## config.mk

```make
export PLATFORM = sky130hd
export DESIGN_NAME = sync_to_valid_gen
export DESIGN_NICKNAME = d
export VERILOG_FILES = /design/src/rtl/sync_to_valid_gen.sv
export SDC_FILE = /design/constraint.sdc
export NUM_CORES = 1
export LEC_CHECK = 0
export CAP_MARGIN = 30
export CELL_PAD_IN_SITES_DETAIL_PLACEMENT = 1
export CELL_PAD_IN_SITES_GLOBAL_PLACEMENT = 1
export CORE_MARGIN = 2
export CORE_UTILIZATION = 53
export DETAILED_ROUTE_END_ITERATION = 7
export DONT_BUFFER_PORTS = 1
export PLACE_DENSITY_LB_ADDON = 0.1
export RECOVER_POWER = 25
export SLEW_MARGIN = 20
export SYNTH_ARGS = -nofsm -noshare
export SYNTH_HDL_FRONTEND = slang
export SYNTH_SLANG_ARGS = --single-unit
```

## constraint.sdc

```tcl
create_clock -name sys_clk -period 5.36 [get_ports sys_clk]
set_input_delay 0.536 -clock sys_clk [delete_from_list [all_inputs] [get_ports sys_clk]]
set_output_delay 0.536 -clock sys_clk [all_outputs]
set_load 0.02 [all_outputs]
```

## src/rtl/sync_to_valid_gen.sv

```systemverilog
// sync_to_valid_gen
//   Converts the raw hsync/vsync pulses from the SDI receiver into frame valid
//   (fv_o) and line valid (lv_o) for the CSI-2 packetiser. Porches, active area
//   and sync polarity are parameters. Short lines and short frames raise sticky
//   error flags. line_idx_o reports the index of the current active line.
//
//   Ports:
//     sys_clk           pixel clock
//     sys_rst           asynchronous, active-high reset
//     vsync_i, hsync_i  raw syncs, asserted level given by VSYNC_POL / HSYNC_POL
//     err_clr_i         synchronous pulse, clears both sticky error flags
//     fv_o, lv_o        frame valid / line valid (lv_o only while fv_o)
//     line_idx_o        active line index, 0..V_ACTIVE-1
//     err_short_line_o  sticky: hsync arrived while lv_o was high
//     err_short_frame_o sticky: vsync arrived before V_ACTIVE lines completed
//
//   Optional build macro SYNC_TO_VALID_STATS_EN adds:
//     line_len_o        cycles between the last two line starts
//     frame_lines_o     line starts counted in the last complete frame
module sync_to_valid_gen #(
  parameter int   H_ACTIVE     = 1280,
  parameter int   H_BACK_PORCH = 220,
  parameter int   V_ACTIVE     = 720,
  parameter int   V_BACK_PORCH = 20,
  parameter int   CNT_W        = 12,
  parameter logic HSYNC_POL    = 1'b1,
  parameter logic VSYNC_POL    = 1'b1
) (
  input  logic             sys_clk,
  input  logic             sys_rst,
  input  logic             vsync_i,
  input  logic             hsync_i,
  input  logic             err_clr_i,
  output logic             fv_o,
  output logic             lv_o,
  output logic [CNT_W-1:0] line_idx_o,
  output logic             err_short_line_o,
  output logic             err_short_frame_o
`ifdef SYNC_TO_VALID_STATS_EN
  ,
  output logic [CNT_W:0]   line_len_o,
  output logic [CNT_W-1:0] frame_lines_o
`endif
);

  localparam logic [CNT_W-1:0] H_BP_LAST  = CNT_W'(H_BACK_PORCH - 1);
  localparam logic [CNT_W-1:0] H_ACT_LAST = CNT_W'(H_ACTIVE - 1);
  localparam logic [CNT_W-1:0] V_BP_CNT   = CNT_W'(V_BACK_PORCH);
  localparam logic [CNT_W-1:0] V_LAST_IDX = CNT_W'(V_ACTIVE - 1);

  typedef enum logic [1:0] {H_IDLE, H_BP, H_ACT} h_state_t;
  typedef enum logic [1:0] {V_IDLE, V_BP, V_ACT} v_state_t;

  function automatic logic [CNT_W-1:0] sat_inc(input logic [CNT_W-1:0] v);
    return (&v) ? v : v + CNT_W'(1);
  endfunction

  // Sync sampling: two registers per sync, start = trailing edge of assertion
  logic hs_act, vs_act;
  logic hs_q1, hs_q2, vs_q1, vs_q2;
  logic line_start, frame_start;

  assign hs_act = (hsync_i == HSYNC_POL);
  assign vs_act = (vsync_i == VSYNC_POL);

  always_ff @(posedge sys_clk or posedge sys_rst) begin
    if (sys_rst) begin
      hs_q1 <= 1'b0;
      hs_q2 <= 1'b0;
      vs_q1 <= 1'b0;
      vs_q2 <= 1'b0;
    end else begin
      hs_q1 <= hs_act;
      hs_q2 <= hs_q1;
      vs_q1 <= vs_act;
      vs_q2 <= vs_q1;
    end
  end

  assign line_start  = hs_q2 & ~hs_q1;
  assign frame_start = vs_q2 & ~vs_q1;

  // Next-cycle decisions shared by both state machines
  h_state_t         h_state;
  v_state_t         v_state;
  logic [CNT_W-1:0] pix_cnt, line_cnt;
  logic             v_end_p;
  logic             cnt_inc, v_go_act, v_go_idle, fv_nxt, h_act_nxt, lv_nxt;

  // While vsync is still asserted the line counter holds.
  assign cnt_inc   = line_start & ~vs_q1;
  // A frame_start coinciding with a line_start counts that line as 1.
  assign v_go_act  = frame_start ? (line_start && (V_BP_CNT == CNT_W'(1)))
                                 : (v_state == V_BP && cnt_inc && sat_inc(line_cnt) == V_BP_CNT);
  // Frame ends one cycle after the last line's lv_o falls, or when an extra
  // line starts during the last active line.
  assign v_go_idle = !frame_start && v_state == V_ACT &&
                     (v_end_p || (line_start && line_idx_o == V_LAST_IDX));
  assign fv_nxt    = !frame_start && (v_go_act || (fv_o && !v_go_idle));
  assign h_act_nxt = !line_start &&
                     ((h_state == H_BP  && pix_cnt == H_BP_LAST) ||
                      (h_state == H_ACT && pix_cnt != H_ACT_LAST));
  assign lv_nxt    = h_act_nxt && fv_nxt;

  // Horizontal FSM
  always_ff @(posedge sys_clk or posedge sys_rst) begin
    if (sys_rst) begin
      h_state <= H_IDLE;
      pix_cnt <= '0;
      lv_o    <= 1'b0;
    end else begin
      lv_o <= lv_nxt;
      if (line_start) begin
        h_state <= H_BP;
        pix_cnt <= '0;
      end else begin
        case (h_state)
          H_BP: begin
            if (pix_cnt == H_BP_LAST) begin
              h_state <= H_ACT;
              pix_cnt <= '0;
            end else begin
              pix_cnt <= sat_inc(pix_cnt);
            end
          end
          H_ACT: begin
            if (pix_cnt == H_ACT_LAST) begin
              h_state <= H_IDLE;
              pix_cnt <= '0;
            end else begin
              pix_cnt <= sat_inc(pix_cnt);
            end
          end
          default: ;
        endcase
      end
    end
  end

  // Vertical FSM
  always_ff @(posedge sys_clk or posedge sys_rst) begin
    if (sys_rst) begin
      v_state    <= V_IDLE;
      line_cnt   <= '0;
      line_idx_o <= '0;
      fv_o       <= 1'b0;
      v_end_p    <= 1'b0;
    end else begin
      fv_o    <= fv_nxt;
      v_end_p <= (v_state == V_ACT) && (line_idx_o == V_LAST_IDX) && lv_o && !lv_nxt &&
                 !frame_start && !line_start;
      if (frame_start) begin
        line_cnt <= line_start ? CNT_W'(1) : '0;
        v_state  <= v_go_act ? V_ACT : V_BP;
        if (v_go_act) line_idx_o <= '0;
      end else begin
        case (v_state)
          V_BP: begin
            if (cnt_inc) begin
              line_cnt <= sat_inc(line_cnt);
              if (v_go_act) begin
                v_state    <= V_ACT;
                line_idx_o <= '0;
              end
            end
          end
          V_ACT: begin
            if (v_go_idle) begin
              v_state <= V_IDLE;
            end else if (line_start) begin
              line_cnt   <= sat_inc(line_cnt);
              line_idx_o <= sat_inc(line_cnt) - V_BP_CNT;
            end
          end
          default: ;
        endcase
      end
    end
  end

  // Sticky error flags; a new error wins over a clear in the same cycle
  always_ff @(posedge sys_clk or posedge sys_rst) begin
    if (sys_rst) begin
      err_short_line_o  <= 1'b0;
      err_short_frame_o <= 1'b0;
    end else begin
      if (line_start && lv_o)             err_short_line_o <= 1'b1;
      else if (err_clr_i)                 err_short_line_o <= 1'b0;
      if (frame_start && v_state == V_ACT) err_short_frame_o <= 1'b1;
      else if (err_clr_i)                  err_short_frame_o <= 1'b0;
    end
  end

`ifdef SYNC_TO_VALID_STATS_EN
  function automatic logic [CNT_W:0] sat_inc_len(input logic [CNT_W:0] v);
    return (&v) ? v : v + (CNT_W+1)'(1);
  endfunction

  logic [CNT_W:0]   len_cnt;
  logic [CNT_W-1:0] fl_cnt;

  // len_cnt reads N-1 in the cycle of a line_start that is N cycles after the previous one
  always_ff @(posedge sys_clk or posedge sys_rst) begin
    if (sys_rst) begin
      len_cnt       <= '0;
      fl_cnt        <= '0;
      line_len_o    <= '0;
      frame_lines_o <= '0;
    end else begin
      if (line_start) begin
        line_len_o <= sat_inc_len(len_cnt);
        len_cnt    <= '0;
      end else begin
        len_cnt <= sat_inc_len(len_cnt);
      end
      if (frame_start) begin
        frame_lines_o <= fl_cnt;
        fl_cnt        <= line_start ? CNT_W'(1) : '0;
      end else if (line_start) begin
        fl_cnt <= sat_inc(fl_cnt);
      end
    end
  end
`endif

endmodule

```

# [Yosys cells after proc, flatten, opt, wreduce, memory -nomap -nowiden]
# Cells that the tools add are included.
[totals] reg_bits=49 inputBits=5 out_inout_bits=16 wordCells=104
[op_classes] n_addsub=3 eq_ne=16 mux=32 bitwise=5 reduce_logical=34
[op_table] cell="$mux 12" n=14
[op_table] cell="$pmux 12 s2" n=3
[op_table] cell="$add 12x1->12 const B" n=2
[op_table] cell="$reduce_and 12->1" n=2
[op_table] cell="$logic_and 1x1->1" n=18
[op_table] cell="$mux 2" n=8
[op_table] cell="$ne 3x3->1 const B" n=5
[op_table] cell="$eq 12x10->1 const B" n=1
[op_table] cell="$eq 12x11->1 const B" n=1
[op_table] cell="$eq 12x5->1 const B" n=1
[op_table] cell="$eq 12x8->1 const B" n=1
[op_table] cell="$ne 12x11->1 const B" n=1
[op_table] cell="$sub 12x5->12 const B" n=1
[op_table] cell="$pmux 2 s2" n=2
[op_table] cell="$reduce_and 4->1" n=2
[op_table] cell="$ne 3x2->1 const B" n=2
[op_table] cell="$reduce_bool 3->1" n=2
[op_table] cell="$mux 1" n=5
[op_table] cell="$eq 2x1->1 const B" n=2
[op_table] cell="$eq 2x2->1 const B" n=2
[op_table] cell="$logic_not 1->1" n=4
[op_table] cell="$reduce_bool 2->1" n=2
[op_table] cell="$and 1x1->1" n=3
[op_table] cell="$logic_or 1x1->1" n=3
[op_table] cell="2 further kinds" n=3

# [Longest topological paths before layout]
# Gate-level depths: netlist (run 1).
[depth] word_depth=14 depth_mapped=12 mapped_depth_nobuf=11

# [Worst setup path after synthesis (run 1)]
# Ideal clock, no wire load.
[synth_path] kind="reg2reg" start="register line_cnt[1]" end="register line_idx_o[0]" setup_ps=121 arrival_ps=2763 required_ps=5239 slack_ps=2476 stages_incl_launch_ff=13 n_path_buf=1 period_less_slack_ps=2884 path_cell_list="dfrtp_1 > ha_1 > nand4_4 > nor3_4 > o21ai_0 > inv_1 > ha_1 > nor4b_2 > o211ai_1 > nor4b_4 > a41oi_2 > buf_6 > a22o_1"
[synth_between] elab_chain_len=9 elab_cells_between_ends=13
[synth_lines] item="from (decl)" line="86" source="logic [CNT_W-1:0] pix_cnt, line_cnt;"
[synth_lines] item="from (signal assigned)" line="153" source="line_cnt <= line_start ? CNT_W'(1) : '0;"
[synth_lines] item="from (signal assigned)" line="160" source="line_cnt <= sat_inc(line_cnt);"
[synth_lines] item="from (signal assigned)" line="171" source="line_cnt <= sat_inc(line_cnt);"
[synth_lines] item="$add 12x1->12 or $reduce_and 12->1 (tied branches)" line="55" source="return (&v) ? v : v + CNT_W'(1);"
[synth_lines] item="$mux 12 *" line="55"
[synth_lines] item="$eq 12x5->1" line="94" source=": (v_state == V_BP && cnt_inc && sat_inc(line_cnt) == V_BP_CNT);"
[synth_lines] item="$logic_and 1x1->1" line="94"
[synth_lines] item="$mux 1" line="93" source="assign v_go_act = frame_start ? (line_start && (V_BP_CNT == CNT_W'(1)))"
[synth_lines] item="$mux 12 (2 in series)"
[synth_lines] item="$pmux 12 s2" line="157" source="case (v_state)"
[synth_lines] item="$mux 12 *" line="152" source="if (frame_start) begin"
[synth_lines] item="to (signal assigned)" line="172" source="line_idx_o <= sat_inc(line_cnt) - V_BP_CNT;"
[synth_lines] item="to (decl)" line="36" source="output logic [CNT_W-1:0] line_idx_o,"
# Every way passes the cells marked *; elsewhere a longest branch is shown, timed or not. The select of a mux whose other input is x is not followed.
# A chain may end at the register's enable or synchronous reset.

# [Worst setup path after layout (run 1)]
[layout_path] start="register line_cnt[0]" end="register line_idx_o[10]"
[layout_between] elab_chain_len=9 elab_cells_between_ends=13
[layout_lines] item="$add 12x1->12 or $reduce_and 12->1 (tied branches)" line="55"
[layout_lines] item="$mux 12 *" line="55"
[layout_lines] item="parallel branches: the longest is 6 deep, another holds $sub 12x5->12"
[layout_lines] item="$mux 12 *" line="152"
# Every way passes the cells marked *. The select of a mux whose other input is x is not followed.

==> qor.yml, run 1 <==
core_mm2: 0.005205
post-cts-setup-buffers: 0
layout_commonest_cell: "dfrtp_1"
crit_buf_inv: 1
grt_pass1_vias: 2465
syn_avg_cell_area_um2: 9.526
track_usage: 0.2563
clock-root-buffer: "clkbuf_8"
die_w_um: 78.04
fin_util: 0.5755
crit_top_cell: "ha_1"
synth-seq-area-share: 0.4220
start_util: 0.5582
fillerInstances: 611
final_cell_mix: "dfrtp_1, nand2_1, nor2_1, a21oi_1, o21ai_0"
cp_slowest_cell: "dfrtp_1"
synth_seq_cells: 49
dieArea_mm2: 0.006090
fin_crit_ns: 3.595
worst_r2r_startpoint: "line_cnt[0]$_DFFE_PP0P_"
drtIter0Drc: 126
violations: "capacitance limit, slew limit"
pwr_density_cell_mw_per_mm2: 282.9
critPathArrivalTime_ns: 3.80
status: "complete, but fails checks"
hold_violations: 0
slew_headroom: -0.2183
ant_nets: 0
setup_viol: 0
post_cts_resized: 0
clk_path_buf_depth: 2
finalPower_uw: 847.5
cts.sinks: 49
switchingPower_uw: 287.8
syn_inst: 305
grt_max_degree: 35
p_seq_frac: 0.532
design_area_mm2: 0.002995
grt_overflow_total: 0
crit_family: "compound AO/OA/AOI/OAI gates"
num_rows: 26
peakVddDrop_v: 0.0001958
num_antenna_cells: 0
htree_levels: 2
setup-tns-final_ns: 0
nets: 310
cpPeakStageDelay_ns: 0.53
startpoint_type: "flip-flop"
drtPass1Iterations: 4
syn2layout_area_growth_pct: 3.101
clkPwrFrac: 0.265
grt_setup_unrepaired: "no"
wl_um: 7126
reg2reg_depth: 11
num_vias: 2381
drc: 0
clock_latency_ns: 0.31
power.internal_uw: 559.7
maxSlewViolCount: 35
instances_no_fill: 372
syn_area_mm2: 0.002905
synth_cell_types: 64
hpwl_um: 5345
cts_hold_buffers: 0
cts_buffers: 5
layout-drive-gt1-share: 0.07616
crit_fanout: 12
synth_warnings: 0
worstPathRequired_ns: 5.56
synth_fp_nets: 314
die_y_um: 78.04
grt_pass1_wl_um: 12130
p_leak_nw: 1.225
tritoncts: "done"
fin_crit_sh: 0.6707
routedWlPerCell_um: 19.16
synthFlopType: "dfrtp_1"
synth_edf_count: 0
hold_path.class: "in -> async"
gp_congestion: 0.9134
ios: 21
ff2ff_setup_slack_ns: 1.77
max_freq_mhz: 278.2
crit_type: "reg -> reg"
swShare: 0.3396
placed_area_mm2: 0.002925
r2r-end: "line_idx_o[10]$_DFFE_PP0P_"
place_inst: 364
portBuffers: 0
clk_pin_slew_ns: 0.10
grt_antenna_before_repair: 0
async_flop_share: 1.000
avgViaCountPerCell: 6.401
drv_cap: 1
end_kind: "flip-flop"
worstMarginPinSlew_ns: 1.827
clock_skew_ns: 0.009212
pwr-share-comb: 0.203
path_cells: "ha_1 -> nand4_4 -> nor3_4 -> o21ai_0 -> inv_1 -> ha_1 -> nor4b_2 -> o211ai_1 -> nor4b_4 -> a41oi_2 -> a211o_1"
state kept, by name, summed over array words and instances (netlist names), 2 cells and up:
signal / cells
line_cnt: 12
line_idx_o: 12
pix_cnt: 12
h_state: 2
v_state: 2
worst register-to-register path: cells and delay by family, from the launching register on:
family | cells | cell delay (ns)
adders and majority gates | 2 | 0.49
AOI/OAI and AO/OA | 4 | 1.24
and+or+nand+nor | 4 | 1.13
DFF | 1 | 0.53
buffers and inverters | 1 | 0.11
layout make-up:
type / count / area, µm² / area share
sequential: 49 / 1226 / 0.4094
clock inverter: 2 / 13.76 / 0.004595
clock buffer: 6 / 72.57 / 0.02423
multi-input combinational: 233 / 1546 / 0.5163
tap: 70 / 87.58 / 0.02924
inverter: 10 / 37.54 / 0.01253
timing repair buffer: 2 / 11.26 / 0.003759
routing by layer:
layer	GRT usage	wire length (µm)	share of wire	up-vias
li1	-	-	-	1128
met1	0.3263	3194	0.45	1192
met2	0.4328	3537	0.50	44
met3	0.04368	218	0.031	17
met4	0.1088	174	0.024	0
met5	0	0	0	-
per-stage QoR:
step	setup WS [ns]	hold slack (ns)
after global routing	1.442	0.2191
after global placement	1.961	0.3980
after CTS	1.728	0.06141
final	1.765	0.1612
after floorplan	2.476	0.3795
after detailed placement	1.766	0.4076
Yosys cell counts (all sizes together), types with 3 or more instances:
master	count	area share
dfrtp	49	0.42
nand2	30	0.039
nor2	28	0.036
a21oi	15	0.026
o21ai	14	0.024
nand3	11	0.021
inv	10	0.013
nand4	10	0.029
a22o	9	0.027
nand2b	8	0.017
nor4	8	0.017
o31ai	8	0.021
buf	7	0.022
o21a	7	0.018
nor3	6	0.014
xor2	6	0.018
a31oi	5	0.011
and4	5	0.016
clkbuf	5	0.0065
mux2i	5	0.017
xnor2	5	0.015
and3	4	0.0086
ha	4	0.017
a211oi	3	0.0078
a41oi	3	0.012
nor2b	3	0.0065
nor4b	3	0.016
power by group through the flow:
stage          Combinational (mW)  Clock (mW)  Sequential [mW]
6_report                    0.172       0.224            0.451
2_1_floorplan               0.158           0            0.429
3_5_place_dp                0.176           0            0.456
3_3_place_gp                0.169           0            0.451
5_1_grt                     0.197       0.246            0.455
4_1_cts                     0.176       0.232            0.448
worst max path at each step:
stage | cells past startpoint | endpoint | slack (ns) | from
after global routing | 11 | line_idx_o[11]$_DFFE_PP0P_ | 1.44 | line_cnt[0]$_DFFE_PP0P_
after CTS | 11 | line_idx_o[10]$_DFFE_PP0P_ | 1.73 | line_cnt[0]$_DFFE_PP0P_
after floorplan | 12 | line_idx_o[0]$_DFFE_PP0P_ | 2.48 | line_cnt[1]$_DFFE_PP0P_
final | 11 | line_idx_o[10]$_DFFE_PP0P_ | 1.77 | line_cnt[0]$_DFFE_PP0P_
after global placement | 11 | line_idx_o[10]$_DFFE_PP0P_ | 1.96 | line_cnt[0]$_DFFE_PP0P_
after detailed placement | 11 | line_idx_o[11]$_DFFE_PP0P_ | 1.77 | line_cnt[0]$_DFFE_PP0P_
kinds of logic (layout without fill, tap and decap cells):
kind of cell	after synthesis	count (layout)	synth area share
compound gates	82	82	0.1990
xor+xnor	11	11	0.03316
fa+ha+maj	4	4	0.01723
buf+inv	23	20	0.04565
flops	49	49	0.4221
mux	6	6	0.02110
simple gates	130	130	0.2618
(Power assumes the default switching activity.)
==> run 2: changes to the inputs <==
CORE_UTILIZATION = 49   (was 53)
clock period = 3.6 ns   (was 5.36 ns; I/O delays follow)
==> qor.yml, run 2 (synthesized netlist as in run 1, its figures left out) <==
status: "complete, but fails checks"  # unchanged
violations: "capacitance limit, slew limit"  # unchanged
peakVddDrop_v: 0.0002912  # was 0.0001958 V
ant_nets: 0  # unchanged
wl_um: 7610  # was 7126 µm
clock-root-buffer: "clkbuf_8"  # unchanged
core_mm2: 0.005816  # was 0.005205 mm²
clock_skew_ns: 0.007202  # was 0.009212 ns
ios: 21  # unchanged
worstMarginPinSlew_ns: 1.672  # was 1.827 ns
layout-drive-gt1-share: 0.1029  # was 0.07616
num_vias: 2420  # was 2381
fin_crit_sh: 0.8897  # was 0.6707
path_cells: "ha_1 -> nand4_4 -> nor3_4 -> o21ai_0 -> inv_1 -> ha_1 -> nor4b_2 -> o211ai_1 -> nor4b_4 -> a41oi_4 -> a211o_1"  # was ha_1 -> nand4_4 -> nor3_4 -> o21ai_0 -> inv_1 -> ha_1 -> nor4b_2 -> o211ai_1 -> nor4b_4 -> a41oi_2 -> a211o_1
cpPeakStageDelay_ns: 0.47  # was 0.53 ns
nets: 319  # was 310
drc: 0  # unchanged
syn2layout_area_growth_pct: 6.288  # was 3.101%
pwr_density_cell_mw_per_mm2: 418.8  # was 282.9 mW/mm²
drtPass1Iterations: 4  # unchanged
setup_viol: 0  # unchanged
num_rows: 28  # was 26
crit_fanout: 12  # unchanged
hold_path.class: "in -> reg"  # was in -> async
grt_overflow_total: 0  # unchanged
num_antenna_cells: 0  # unchanged
p_leak_nw: 1.273  # was 1.225 nW
drv_cap: 1  # unchanged
crit_type: "reg -> reg"  # unchanged
startpoint_type: "flip-flop"  # unchanged
avgViaCountPerCell: 6.269  # was 6.401
hpwl_um: 5703  # was 5345 µm
gp_congestion: 0.8520  # was 0.9134
fillerInstances: 694  # was 611
cts.sinks: 49  # unchanged
final_cell_mix: "dfrtp_1, nand2_1, nor2_1, a21oi_1, o21ai_0"  # unchanged
grt_pass1_wl_um: 12610  # was 12130 µm
cts_buffers: 5  # unchanged
hold_violations: 0  # unchanged
track_usage: 0.2528  # was 0.2563
slew_headroom: -0.1144  # was -0.2183
instances_no_fill: 386  # was 372
fin_crit_ns: 3.203  # was 3.595 ns
drtIter0Drc: 141  # was 126
end_kind: "flip-flop"  # unchanged
grt_antenna_before_repair: 0  # unchanged
max_freq_mhz: 312.2  # was 278.2 MHz
routedWlPerCell_um: 19.72  # was 19.16 µm
cp_slowest_cell: "dfrtp_1"  # unchanged
finalPower_mw: 1.293  # was 847.5 µW
layout_commonest_cell: "dfrtp_1"  # unchanged
tritoncts: "done"  # unchanged
grt_setup_unrepaired: "no"  # unchanged
grt_max_degree: 32  # was 35
start_util: 0.4996  # was 0.5582
clk_path_buf_depth: 2  # unchanged
register_area_mm2: 0.001226  # unchanged
grt_pass1_vias: 2514  # was 2465
maxSlewViolCount: 32  # was 35
die_w_um: 81  # was 78.04 µm
multi_input_area_mm2: 0.001558  # was 0.001546 mm²
worstPathRequired_ns: 3.81  # was 5.56 ns
critPathArrivalTime_ns: 3.41  # was 3.80 ns
crit_top_cell: "ha_1"  # unchanged
dieArea_mm2: 0.006561  # was 0.006090 mm²
die_y_um: 81  # was 78.04 µm
setup-tns-final_ns: 0  # unchanged
place_inst: 374  # was 364
htree_levels: 2  # unchanged
portBuffers: 0  # unchanged
clk_pin_slew_ns: 0.10  # about the same
clock_latency_ns: 0.31  # about the same
reg_top3: "line_cnt (12), line_idx_o (12), pix_cnt (12)"  # unchanged
[run 2: path summary, 6_finish.rpt]
path	startpoint	to	slack, ns	depth (start not counted)
min in group asynchronous	sys_rst	line_idx_o[11]$_DFFE_PP0P_	0.62	2
worst min-delay path	hsync_i	hs_q1$_DFF_PP0_	0.07	0
worst max register to register	line_cnt[1]$_DFFE_PP0P_	line_idx_o[11]$_DFFE_PP0P_	0.40	11
max in group asynchronous	sys_rst	line_cnt[3]$_DFFE_PP0P_	0.98	3
worst min register to register	hs_q1$_DFF_PP0_	hs_q2$_DFF_PP0_	0.43	0
worst max-delay path	line_cnt[1]$_DFFE_PP0P_	line_idx_o[11]$_DFFE_PP0P_	0.40	11
[run 2: power by group]
part,total [mW],internal (mW),switching (mW),leakage (nW)
registers,0.657,0.590,0.0661,0.657
clock network,0.339,0.138,0.201,0.0481
logic,0.297,0.122,0.176,0.568
[run 2: per-layer routing]
metal,global-route usage,up-vias,share of wire
li1,-,1147,-
met1,0.3141,1232,0.45
met2,0.4372,26,0.50
met3,0.04778,15,0.025
met4,0.09153,0,0.024
met5,0,-,0
[run 2: layout make-up]
class                      count  share of cell area
clock inverter                 3            0.007293
tap                           75             0.03039
timing repair buffer          11             0.02634
inverter                      10             0.01216
multi-input combinational    233              0.5045
clock buffer                   5             0.02229
sequential                    49              0.3971
[run 2: critical path: cells and delay by family (launching register included)]
| family | cells | cell delay [ns] |
|---|---|---|
| buf+inv | 1 | 0.09 |
| fa+ha+maj | 2 | 0.49 |
| compound gates | 4 | 1.01 |
| simple gates | 4 | 1.03 |
| flops | 1 | 0.47 |
[run 2: through the flow]
| stage | setup WS, ns | area (µm²) | utilization | hold slack (ns) |
|---|---|---|---|---|
| final | 0.3970 | 3088 | 0.5310 | 0.06796 |
| after global placement | 0.4469 | 2949 | 0.5071 | 0.3915 |
| after floorplan | 0.7162 | 2905 | - | 0.3795 |
| after CTS | 0.1303 | 3070 | 0.5280 | 0.05672 |
| after detailed placement | 0.1523 | 2969 | 0.5105 | 0.2762 |
| after global routing | 0.1443 | 3088 | 0.5310 | 0.05113 |
[run 2: what timing repair did]
action                                  in CTS  in global routing
resized for setup                            0                  1
endpoints found under the setup margin       0                 12
buffers inserted                             0                  3
hold buffers                                 1                  0
endpoints found under the hold margin       18                  0
==> run 3: changes to the inputs <==
ABC_AREA = 1   (was unset)
CORE_UTILIZATION = 47   (was 49)
CTS_BUF_LIST = sky130_fd_sc_hd__clkbuf_16   (was unset)
==> qor.yml, run 3 <==
ios: 21  # unchanged
synthFlopType: "dfrtp_1"  # unchanged
synth_seq_cells: 49  # unchanged
wl_um: 7816  # was 7610 µm
wl_met3_um: 154  # was 192 µm
crit_type: "reg -> reg"  # unchanged
yosysTopAreaCell: "dfrtp_1"  # unchanged
design_area_mm2: 0.003269  # was 0.003088 mm²
ant_nets: 0  # unchanged
drtPass1Iterations: 4  # unchanged
avgViaCountPerCell: 5.528  # was 6.269
crit_fanout: 11  # was 12
holdPathStages: 0  # unchanged
min_from: "hsync_i"  # unchanged
worstMarginPinSlew_ns: 0.9172  # was 1.672 ns
clk_pin_slew_ns: 0.07  # was 0.10 ns
htree_levels: 2  # unchanged
grt_max_degree: 29  # was 32
worst_r2r_startpoint: "line_cnt[0]$_DFFE_PP0P_"  # was line_cnt[1]$_DFFE_PP0P_
syn_area_mm2: 0.003035  # was 0.002905 mm²
track_usage: 0.2383  # was 0.2528
die_y_um: 84.37  # was 81 µm
gp_congestion: 0.8687  # was 0.8520
cts_hold_buffers: 1  # unchanged
crit_family: "simple AND/OR/NAND/NOR gates"  # unchanged
core_mm2: 0.006314  # was 0.005816 mm²
yosysMostFrequentCell: "nand2_1"  # was dfrtp_1
placed_area_mm2: 0.003109  # was 0.002969 mm²
routedWlPerCell_um: 16.12  # was 19.72 µm
setup-tns-final_ns: 0  # unchanged
r2r-end: "line_idx_o[10]$_DFFE_PP0P_"  # was line_idx_o[11]$_DFFE_PP0P_
synth-seq-area-share: 0.4040  # was 0.4220
reg2reg_depth: 12  # was 11
grt_antenna_before_repair: 0  # unchanged
met2_length_um: 3937  # was 3823 µm
num_antenna_cells: 0  # unchanged
syn_avg_cell_area_um2: 7.532  # was 9.526 µm²
cp_slowest_cell: "dfrtp_1"  # unchanged
wl_met1_um: 3539  # was 3411 µm
fin_crit_sh: 0.7387  # was 0.8897
pwr_density_cell_mw_per_mm2: 633.2  # was 418.8 mW/mm²
drc: 0  # unchanged
ff2ff_setup_slack_ns: 0.94  # was 0.40 ns
maxSlewViolCount: 0  # was 32
synth_common_cells: "nand2_1, inv_1, dfrtp_1"  # was dfrtp_1, nand2_1, nor2_1
synth_warnings: 0  # unchanged
finalPower_mw: 2.070  # was 1.293 mW
drtIter0Drc: 97  # was 141
crit_buf_inv: 1  # unchanged
grt_setup_unrepaired: "no"  # unchanged
die_w_um: 84.37  # was 81 µm
cts_buffers: 5  # unchanged
portBuffers: 0  # unchanged
clock-root-buffer: "clkbuf_16"  # was clkbuf_8
grt_pass1_vias: 2855  # was 2514
top_layer: "met4"  # unchanged
critPathArrivalTime_ns: 2.84  # was 3.41 ns
syn2layout_area_growth_pct: 7.708  # was 6.288%
dieArea_mm2: 0.007117  # was 0.006561 mm²
start_util: 0.4808  # was 0.4996
slew_headroom: 0.3879  # was -0.1144
final_cell_mix: "nand2_1, inv_1, dfrtp_1, nor2_1, nand3_1"  # was dfrtp_1, nand2_1, nor2_1, a21oi_1, o21ai_0
reg_top3: "line_cnt (12), line_idx_o (12), pix_cnt (12)"  # unchanged
nets: 416  # was 319
hold_ws_ns: 0.09000  # was 0.06796 ns
drv_cap: 0  # was 1
clk_path_buf_depth: 2  # unchanged
post-cts-setup-buffers: 0  # unchanged
layout-drive-gt1-share: 0.1348  # was 0.1029
path_cells: "ha_1 -> nand2_1 -> nor2_4 -> nand3_2 -> inv_1 -> nor2_1 -> ha_1 -> nand4_1 -> nor2_2 -> nand3_2 -> nand3_1 -> nand2_1"  # was ha_1 -> nand4_4 -> nor3_4 -> o21ai_0 -> inv_1 -> ha_1 -> nor4b_2 -> o211ai_1 -> nor4b_4 -> a41oi_4 -> a211o_1
hold_path_end: "hs_q1$_DFF_PP0_"  # unchanged
grt_pass1_wl_um: 13550  # was 12610 µm
post_cts_resized: 0  # unchanged
fin_crit_ns: 2.659  # was 3.203 ns
num_rows: 29  # was 28
startpoint_type: "flip-flop"  # unchanged
layout_commonest_cell: "nand2_1"  # was dfrtp_1
clock_latency_ns: 0.29  # was 0.31 ns
hold_violations: 0  # unchanged
peakVddDrop_v: 0.0003993  # was 0.0002912 V
setup_viol: 0  # unchanged
num_vias: 2681  # was 2420
hpwl_um: 6156  # was 5703 µm
syn_inst: 403  # was 305
hold_path.class: "in -> reg"  # unchanged
worstPathRequired_ns: 3.78  # was 3.81 ns
grt_overflow_total: 0  # unchanged
end_kind: "flip-flop"  # unchanged
synth_cell_types: 31  # was 64
p_leak_nw: 1.510  # was 1.273 nW
fillerInstances: 828  # was 694
synth_edf_count: 0  # unchanged
status: "completed"  # was complete, but fails checks
async_flop_share: 1.000  # unchanged
max_freq_mhz: 376.0  # was 312.2 MHz
tritoncts: "done"  # unchanged
synth_fp_nets: 412  # was 314
synth_top_area_share: 0.4040  # was 0.4220
synth_area_leaders: "dfrtp_1, nand2_1, inv_1, nand3_1, o21ai_0"  # was dfrtp_1, nand2_1, nor2_1, a22o_1, a21oi_1
cpPeakStageDelay_ns: 0.41  # was 0.47 ns
clock_skew_ns: 0.008045  # was 0.007202 ns
cts.sinks: 49  # unchanged
==> run 3: changes by cell type in the layout (fill, tap and decap cells not counted), sizes merged, moves of 7 or more <==
| cell | change |
|---|---|
| a22o | -9 |
| buf | -8 |
| nand2 | +80 |
| o22ai | +14 |
| nand3 | +27 |
| nor4 | -7 |
| nand2b | -8 |
| inv | +49 |
| o31ai | -7 |
| nor2 | +18 |
| o21ai | +15 |
| o21a | -7 |
==> run 3: logic make-up (layout without fill, tap and decap cells) <==
kind of cell	count (synthesis)	in the layout	share of synthesized area
xor gates and xnor gates	3	3	0.008658
adders and majority gates	4	4	0.01649
DFF	49	49	0.4040
and+or+nand+nor	222	222	0.3702
buffers and inverters	63	68	0.08738
AOI/OAI and AO/OA	62	62	0.1134
==> run 3: layer usage <==
layer / global-route usage / up-vias
met5: 0 / -
met4: 0.08658 / 0
met3: 0.03343 / 15
met2: 0.4127 / 29
met1: 0.3045 / 1308
li1: - / 1329
==> run 3: area by class of cell <==
cell class                 count  area (µm²)  share of cell area
multi-input combinational    291        1544              0.4723
sequential                    49        1226              0.3750
inverter                      58       222.7             0.06812
clock buffer                   5       125.1             0.03827
tap                           77       96.34             0.02947
timing repair buffer           2       30.03            0.009185
clock inverter                 3       25.02            0.007654
==> run 3: worst max-delay path by stage <==
| stage | slack (ns) | cells after the start | from | endpoint |
|---|---|---|---|---|
| final | 0.94 | 12 | line_cnt[0]$_DFFE_PP0P_ | line_idx_o[10]$_DFFE_PP0P_ |
| after global routing | 0.72 | 12 | line_cnt[0]$_DFFE_PP0P_ | line_idx_o[10]$_DFFE_PP0P_ |
| after CTS | 0.92 | 12 | line_cnt[0]$_DFFE_PP0P_ | line_idx_o[10]$_DFFE_PP0P_ |
| after detailed placement | 1.0 | 12 | line_cnt[0]$_DFFE_PP0P_ | line_idx_o[10]$_DFFE_PP0P_ |
| after global placement | 1.13 | 12 | line_cnt[0]$_DFFE_PP0P_ | line_idx_o[10]$_DFFE_PP0P_ |
| after floorplan | 1.45 | 14 | line_cnt[0]$_DFFE_PP0P_ | line_idx_o[7]$_DFFE_PP0P_ |
==> run 3: worst register-to-register path: stages, from the launching register on <==
cell	delay (ns)
dfrtp_1	0.41
ha_1	0.25
nand2_1	0.13
nor2_4	0.06
nand3_2	0.24
inv_1	0.12
nor2_1	0.26
ha_1	0.20
nand4_1	0.10
nor2_2	0.22
nand3_2	0.32
nand3_1	0.17
nand2_1	0.06
==> run 3: metrics by stage <==
| step | setup WS (ns) | std cells | utilization |
|---|---|---|---|
| floorplan | 1.450 | 403 | - |
| global placement | 1.133 | 475 | 0.4893 |
| detailed placement | 0.9957 | 476 | 0.4925 |
| CTS | 0.9200 | 485 | 0.5178 |
| global route | 0.7176 | 485 | 0.5178 |
| finish | 0.9405 | 485 | 0.5178 |
==> run 3: report_power, final <==
group | leakage [nW] | switching, mW | internal, mW
clock network | 0.0704 | 0.214 | 0.261
registers | 0.640 | 0.204 | 0.672
logic | 0.800 | 0.493 | 0.226
